File: src/rtl/fx_delay_ctrl_if.sv
// Delay-line RAM bus between the FX 6 sequencer (master) and the shared single-port RAM (slave).
// A read completes in the cycle mem_ack is high, with mem_rdata valid in that same cycle.
interface fx_delay_ctrl_if #(
    parameter int DATA_W = 16,
    parameter int ADDR_W = 12
);
    logic              mem_req;
    logic              mem_we;
    logic [ADDR_W:0]   mem_addr;
    logic [DATA_W-1:0] mem_wdata;
    logic              mem_ack;
    logic [DATA_W-1:0] mem_rdata;

    modport master (
        output mem_req, mem_we, mem_addr, mem_wdata,
        input  mem_ack, mem_rdata
    );

    modport slave (
        input  mem_req, mem_we, mem_addr, mem_wdata,
        output mem_ack, mem_rdata
    );
endinterface

File: src/rtl/fx_delay_ctrl.sv
// FX 6 delay-line sequencer: per sample, read and then write the L tap, then the R tap, on one RAM.
// Define FX_DELAY_TIME_SLEW_EN to slew dly_len by at most one step per accepted sample.
module fx_delay_ctrl #(
    parameter int DATA_W  = 16,
    parameter int PARAM_W = 8,
    parameter int ADDR_W  = 12
) (
    input  logic                   clk,
    input  logic                   reset_n,
    input  logic                   sample_en,
    input  logic [1:0][DATA_W-1:0] wr_data,
    input  logic [PARAM_W-1:0]     fx_time,
    output logic [1:0][DATA_W-1:0] tap_out,
    output logic                   tap_valid,
    output logic                   busy,
    output logic                   overrun,
    fx_delay_ctrl_if.master        mem
);
    typedef enum logic [2:0] {IDLE, RD_L, WR_L, RD_R, WR_R, DONE} state_e;

    state_e                  state_q;
    logic [ADDR_W-1:0]       wr_ptr_q, fill_cnt_q, dly_len_q;
    logic [ADDR_W-1:0]       dly_shift, dly_tgt, dly_len_d;
    logic [ADDR_W-1:0]       rd_ptr, rd_ptr_new;
    logic                    tap_mask;
    logic [1:0][DATA_W-1:0]  wdat_q, tap_q, tap_out_q;
    logic                    tap_valid_q, busy_q, overrun_q;
    logic                    mem_req_q, mem_we_q;
    logic [ADDR_W:0]         mem_addr_q;
    logic [DATA_W-1:0]       mem_wdata_q;

    always_comb begin
        dly_shift = ADDR_W'(fx_time) << (ADDR_W - PARAM_W);
        dly_tgt   = (dly_shift == '0) ? ADDR_W'(1) : dly_shift;
`ifdef FX_DELAY_TIME_SLEW_EN
        dly_len_d = dly_len_q;
        if (dly_tgt > dly_len_q)      dly_len_d = dly_len_q + ADDR_W'(1);
        else if (dly_tgt < dly_len_q) dly_len_d = dly_len_q - ADDR_W'(1);
`else
        dly_len_d = dly_tgt;
`endif
    end

    // Taps pointing past what has been written since reset read back as silence.
    assign rd_ptr_new = wr_ptr_q - dly_len_d;
    assign rd_ptr     = wr_ptr_q - dly_len_q;
    assign tap_mask   = fill_cnt_q < dly_len_q;

    always_ff @(posedge clk or negedge reset_n) begin
        if (!reset_n) begin
            state_q     <= IDLE;
            wr_ptr_q    <= '0;
            fill_cnt_q  <= '0;
            dly_len_q   <= ADDR_W'(1);
            wdat_q      <= '0;
            tap_q       <= '0;
            tap_out_q   <= '0;
            tap_valid_q <= 1'b0;
            busy_q      <= 1'b0;
            overrun_q   <= 1'b0;
            mem_req_q   <= 1'b0;
            mem_we_q    <= 1'b0;
            mem_addr_q  <= '0;
            mem_wdata_q <= '0;
        end else begin
            tap_valid_q <= 1'b0;
            if (sample_en && state_q != IDLE) overrun_q <= 1'b1;
            unique case (state_q)
                IDLE: if (sample_en) begin
                    wdat_q     <= wr_data;
                    dly_len_q  <= dly_len_d;
                    mem_req_q  <= 1'b1;
                    mem_we_q   <= 1'b0;
                    mem_addr_q <= {1'b0, rd_ptr_new};
                    busy_q     <= 1'b1;
                    state_q    <= RD_L;
                end
                RD_L: if (mem.mem_ack) begin
                    tap_q[0]    <= tap_mask ? '0 : mem.mem_rdata;
                    mem_we_q    <= 1'b1;
                    mem_addr_q  <= {1'b0, wr_ptr_q};
                    mem_wdata_q <= wdat_q[0];
                    state_q     <= WR_L;
                end
                WR_L: if (mem.mem_ack) begin
                    mem_we_q   <= 1'b0;
                    mem_addr_q <= {1'b1, rd_ptr};
                    state_q    <= RD_R;
                end
                RD_R: if (mem.mem_ack) begin
                    tap_q[1]    <= tap_mask ? '0 : mem.mem_rdata;
                    mem_we_q    <= 1'b1;
                    mem_addr_q  <= {1'b1, wr_ptr_q};
                    mem_wdata_q <= wdat_q[1];
                    state_q     <= WR_R;
                end
                WR_R: if (mem.mem_ack) begin
                    mem_req_q   <= 1'b0;
                    mem_we_q    <= 1'b0;
                    tap_valid_q <= 1'b1;
                    state_q     <= DONE;
                end
                DONE: begin
                    tap_out_q <= tap_q;
                    wr_ptr_q  <= wr_ptr_q + ADDR_W'(1);
                    if (fill_cnt_q != '1) fill_cnt_q <= fill_cnt_q + ADDR_W'(1);
                    busy_q    <= 1'b0;
                    state_q   <= IDLE;
                end
                default: state_q <= IDLE;
            endcase
        end
    end

    assign tap_out       = tap_out_q;
    assign tap_valid     = tap_valid_q;
    assign busy          = busy_q;
    assign overrun       = overrun_q;
    assign mem.mem_req   = mem_req_q;
    assign mem.mem_we    = mem_we_q;
    assign mem.mem_addr  = mem_addr_q;
    assign mem.mem_wdata = mem_wdata_q;
endmodule
File: src/flat_wrapper.sv
// flat-port wrapper written by rule: the top's interface ports become plain ports
module fx_delay_ctrl_flat 
#(
    parameter int DATA_W  = 16,
    parameter int PARAM_W = 8,
    parameter int ADDR_W  = 12
)
  (clk, reset_n, sample_en, wr_data, fx_time, tap_out, tap_valid, busy, overrun, mem_mem_req, mem_mem_we, mem_mem_addr, mem_mem_wdata, mem_mem_ack, mem_mem_rdata);
  fx_delay_ctrl_if #(.DATA_W(DATA_W), .ADDR_W(ADDR_W)) mem_i ();
  input  logic clk;
  input  logic reset_n;
  input  logic sample_en;
  input  logic [1:0][DATA_W-1:0] wr_data;
  input  logic [PARAM_W-1:0] fx_time;
  output logic [1:0][DATA_W-1:0] tap_out;
  output logic tap_valid;
  output logic busy;
  output logic overrun;
  output wire logic [$bits(mem_i.mem_req)-1:0] mem_mem_req;
  output wire logic [$bits(mem_i.mem_we)-1:0] mem_mem_we;
  output wire logic [$bits(mem_i.mem_addr)-1:0] mem_mem_addr;
  output wire logic [$bits(mem_i.mem_wdata)-1:0] mem_mem_wdata;
  input wire logic [$bits(mem_i.mem_ack)-1:0] mem_mem_ack;
  input wire logic [$bits(mem_i.mem_rdata)-1:0] mem_mem_rdata;
  assign mem_mem_req = mem_i.mem_req;
  assign mem_mem_we = mem_i.mem_we;
  assign mem_mem_addr = mem_i.mem_addr;
  assign mem_mem_wdata = mem_i.mem_wdata;
  assign mem_i.mem_ack = mem_mem_ack;
  assign mem_i.mem_rdata = mem_mem_rdata;
  fx_delay_ctrl #(.DATA_W(DATA_W), .PARAM_W(PARAM_W), .ADDR_W(ADDR_W)) u_core (.clk(clk), .reset_n(reset_n), .sample_en(sample_en), .wr_data(wr_data), .fx_time(fx_time), .tap_out(tap_out), .tap_valid(tap_valid), .busy(busy), .overrun(overrun), .mem(mem_i));
endmodule
File: config.mk
export PLATFORM = sky130hd
export DESIGN_NAME = fx_delay_ctrl_flat
export DESIGN_NICKNAME = d
export VERILOG_FILES = /design/src/rtl/fx_delay_ctrl_if.sv /design/src/rtl/fx_delay_ctrl.sv /design/src/flat_wrapper.sv
export SDC_FILE = /design/constraint.sdc
export NUM_CORES = 1
export LEC_CHECK = 0
export CORE_MARGIN = 4
export CORE_UTILIZATION = 46
export DETAILED_ROUTE_END_ITERATION = 7
export DONT_BUFFER_PORTS = 1
export PLACE_DENSITY_LB_ADDON = 0.1
export SYNTH_ARGS = -nofsm -noshare
export SYNTH_HDL_FRONTEND = slang
export SYNTH_SLANG_ARGS = --single-unit
File: constraint.sdc
create_clock -name clk -period 2.9 [get_ports clk]
set_clock_uncertainty 0.15 [all_clocks]
set_input_delay 0.29 -clock clk [delete_from_list [all_inputs] [get_ports clk]]
set_output_delay 0.29 -clock clk [all_outputs]
set_load 0.005 [all_outputs]
==> results of run 1 <==
worst max path at each step:
| stage | cells past startpoint | to | slack, ps |
|---|---|---|---|
| floorplan | 10 | u_core.mem.mem_addr[11] | 60 |
| global placement | 10 | u_core.mem.mem_addr[10] | 8 |
| detailed placement | 9 | u_core.mem.mem_addr[11] | -70 |
| CTS | 11 | u_core.mem.mem_addr[10] | 2 |
| global route | 11 | u_core.mem.mem_addr[7] | -50 |
| finish | 10 | u_core.mem.mem_addr[10] | 100 |
critical path, cell delays in order (launching register included):
cell and delay, ps:
dfrtp_1 390, nor3b_1 200, buf_4 190, buf_4 180, mux2i_1 320, ha_1 350
nand2_1 100, o21ai_1 110, a221oi_1 340, mux2i_1 220, o211ai_1 100
sequential cells by signal, indices dropped and copies added (netlist names), 3 cells and up:
register,cells
u_core.tap_q,32
u_core.dly_len_q,9
u_core.mem.mem_wdata,16
u_core.fill_cnt_q,12
u_core.mem.mem_addr,13
u_core.state_q,3
u_core.wr_ptr_q,12
u_core.wdat_q,32
u_core.tap_out,32
per-layer routing:
| layer | global-route usage | up-vias | wire, um |
|---|---|---|---|
| li1 | - | 2753 | - |
| met1 | 0.267 | 2733 | 7800 |
| met2 | 0.314 | 127 | 8270 |
| met3 | 0.0507 | 17 | 946 |
| met4 | 0.0717 | 0 | 327 |
| met5 | 0 | - | 0 |
cell usage in the layout (no fill, tap or decap), types with 6 or more instances in the layout:
| master | Yosys | final |
|---|---|---|
| xor2_1 | 12 | 12 |
| o21ai_0 | 77 | 75 |
| nor2_1 | 13 | 13 |
| a21o_1 | 7 | 7 |
| buf_4 | 0 | 16 |
| dlygate4sd3_1 | 0 | 59 |
| clkbuf_16 | 0 | 17 |
| nand2_1 | 323 | 323 |
| nor3_1 | 6 | 6 |
| a21oi_1 | 13 | 13 |
| ha_1 | 20 | 19 |
| inv_1 | 15 | 15 |
| mux2i_1 | 26 | 23 |
| xnor2_1 | 17 | 17 |
| nand3_1 | 13 | 13 |
| dfrtp_1 | 165 | 165 |
what timing repair did:
| action | in CTS | in global routing |
|---|---|---|
| endpoints found under the setup margin | 2 | 6 |
| hold endpoints to repair | 242 | 166 |
| pin swaps | 0 | 0 |
| gates resized for setup | 1 | 8 |
per-stage QoR:
stage,util,worst slack (ps)
after detailed placement,0.482,-67.2
after CTS,0.559,2.39
after floorplan,-,55.8
after global routing,0.561,-51.6
after global placement,0.482,7.60
final,0.561,101
layout make-up:
cell class | count | share of cell area
flip-flops and latches | 166 | 0.466
multi-input cells | 584 | 0.348
repair buffers | 75 | 0.0798
clock buffers | 17 | 0.0477
well taps | 216 | 0.0303
clock inverters | 14 | 0.0216
inverters | 15 | 0.00632
cells by family (layout without fill, tap and decap cells):
family                   Yosys count  in the layout  share of synthesized area
AO/OA/AOI/OAI                    113            113                     0.0840
XOR/XNOR                          29             29                     0.0342
adder cells (fa/ha/maj)           20             20                     0.0337
buffers and inverters             55            121                     0.0305
multiplexers                      28             28                     0.0381
AND/OR/NAND/NOR                  394            394                      0.220
flip-flops                       166            166                      0.559
power breakdown:
group          internal (W)  switching (W)
combinational      0.000891        0.00134
sequential          0.00304       0.000534
clock               0.00138       0.000983
total               0.00531        0.00286
==> results.md, run 1 <==
* Max-cap check violation count at 0
* Die area at 18300 um^2
* Setup TNS at 0 ps
* Final Hold Viols at 166
* Inserted Clock Buffers at 17
* Root Buffer: clkbuf_16
* Prevailing post-synth register cell: dfrtp_1
* Clock slew at reported path FFs at 70 ps
* Clk_lat worst skew at 420 ps
* R2r endpoint: u_core.mem.mem_addr[10]
* RSZ-0062 raised after global routing: true
* Critical Path RT at 3030 ps
* Area leader, netlist: dfrtp_1
* Max Freq at 357 MHz
* DRT iter0 DRCs at 295
* Number of synthesized flops with an enable pin at 0
* Reg2Reg Depth at 10
* Synthesized area per cell at 9.23 um^2
* Distinct cell type count after synthesis at 45
* Pwr/cell area at 917 nW/um^2
* Layout Nets at 939
* # DRC at 0
* Run status: complete, but fails checks
* Cells after Synth at 805
* Crit-path max FO at 6
* PortBufs at 0
* Storage cell area at 4160 um^2
* Via count at 5630
* GPL Wtd Cong at 0.841
* Core ar. at 15900 um^2
* Flop-to-flop setup slack at 100 ps
* Reg2reg start: u_core.state_q[0]
* Fraction of layout cells with a size suffix above 1 at 0.0712
* CTS max path bufs at 2
* Most common cell in the netlist: nand2_1
* Cts-stage hold buffer count at 59
* Yosys warnings at 0
* N_diodes at 0
* Final cycle utilization of the critical path at 0.965
* Kind of path behind the tightest hold check: in2async
* Initial Util at 0.468
* Min Clock Period, post-route at 2800 ps
* Violated checks: negative hold slack
* All-layer global routing usage at 0.199
* Peak supply drop at 0.000521 V
* Leakage power at 4.31 nW
* Syn nets at 885
* Clock Sinks at 166
* Routed wire length at 17300 um
* Pin count of the biggest net entering global routing at 167
* Final Cell Area at 8910 um^2
* Inst Count DP at 997
* Critical path arrival at 2930 ps
* Area contributors post-synth: dfrtp_1 56%, nand2_1 16%, o21ai_0 5.2%, mux2i_1 3.5%, ha_1 3.4%
* Avg WL per Cell at 16.0 um
* Vias in the first global route at 5724
* Max H-tree Level at 4
* CTS tree: yes
* Final setup violation count at 0
* Yosys reg bits at 166
* Area Growth Syn to Fin at 19.9%
* Beginning of the critical path: u_core.state_q[0]
* Cell area after synthesis at 7430 um^2
* First-pass GRT wire length at 29100 um
* Startpoint types: flop
* Top cells by instance count after synthesis: 323 x nand2_1, 165 x dfrtp_1, 77 x o21ai_0
* Area of the multi-input gates at 3100 um^2
* Setup crit end kind: flop
* # IOs at 126
* WHS at -589 ps
* Drt via density at 5.18
* Worst-margin pin slew at 721 ps
* Non-filler cells, final at 1087
* Die width at 135 um
* Area after DPL at 7660 um^2
* # Post-CTS Setup Buffers at 0
* Antenna violations before repair at 0
* Max Slew Vio Count at 0
* Asr flop ratio synth at 1.00
* Total power at 0.00817 W
* ANT nets after route at 0
* Worst Setup Path Type: reg2reg
* # rows at 46
* Initial DRT Pass Iterations at 5
* Detailed Place HPWL at 11700 um
* Fill cells at 1452
* Max_slew headroom at 0.518
* Gr ovfl total at 0
* Seq/Total Area, Yosys at 0.559
* Die height at 135 um
* Area share of the largest cell type after synthesis at 0.556
(Power assumes the default switching activity.)
==> run 2, diff against run 1 <==
SLEW_MARGIN = 20   (was not set)
==> results of run 2 <==
The final DEF is identical to that of run 1; final timing and power are the same.
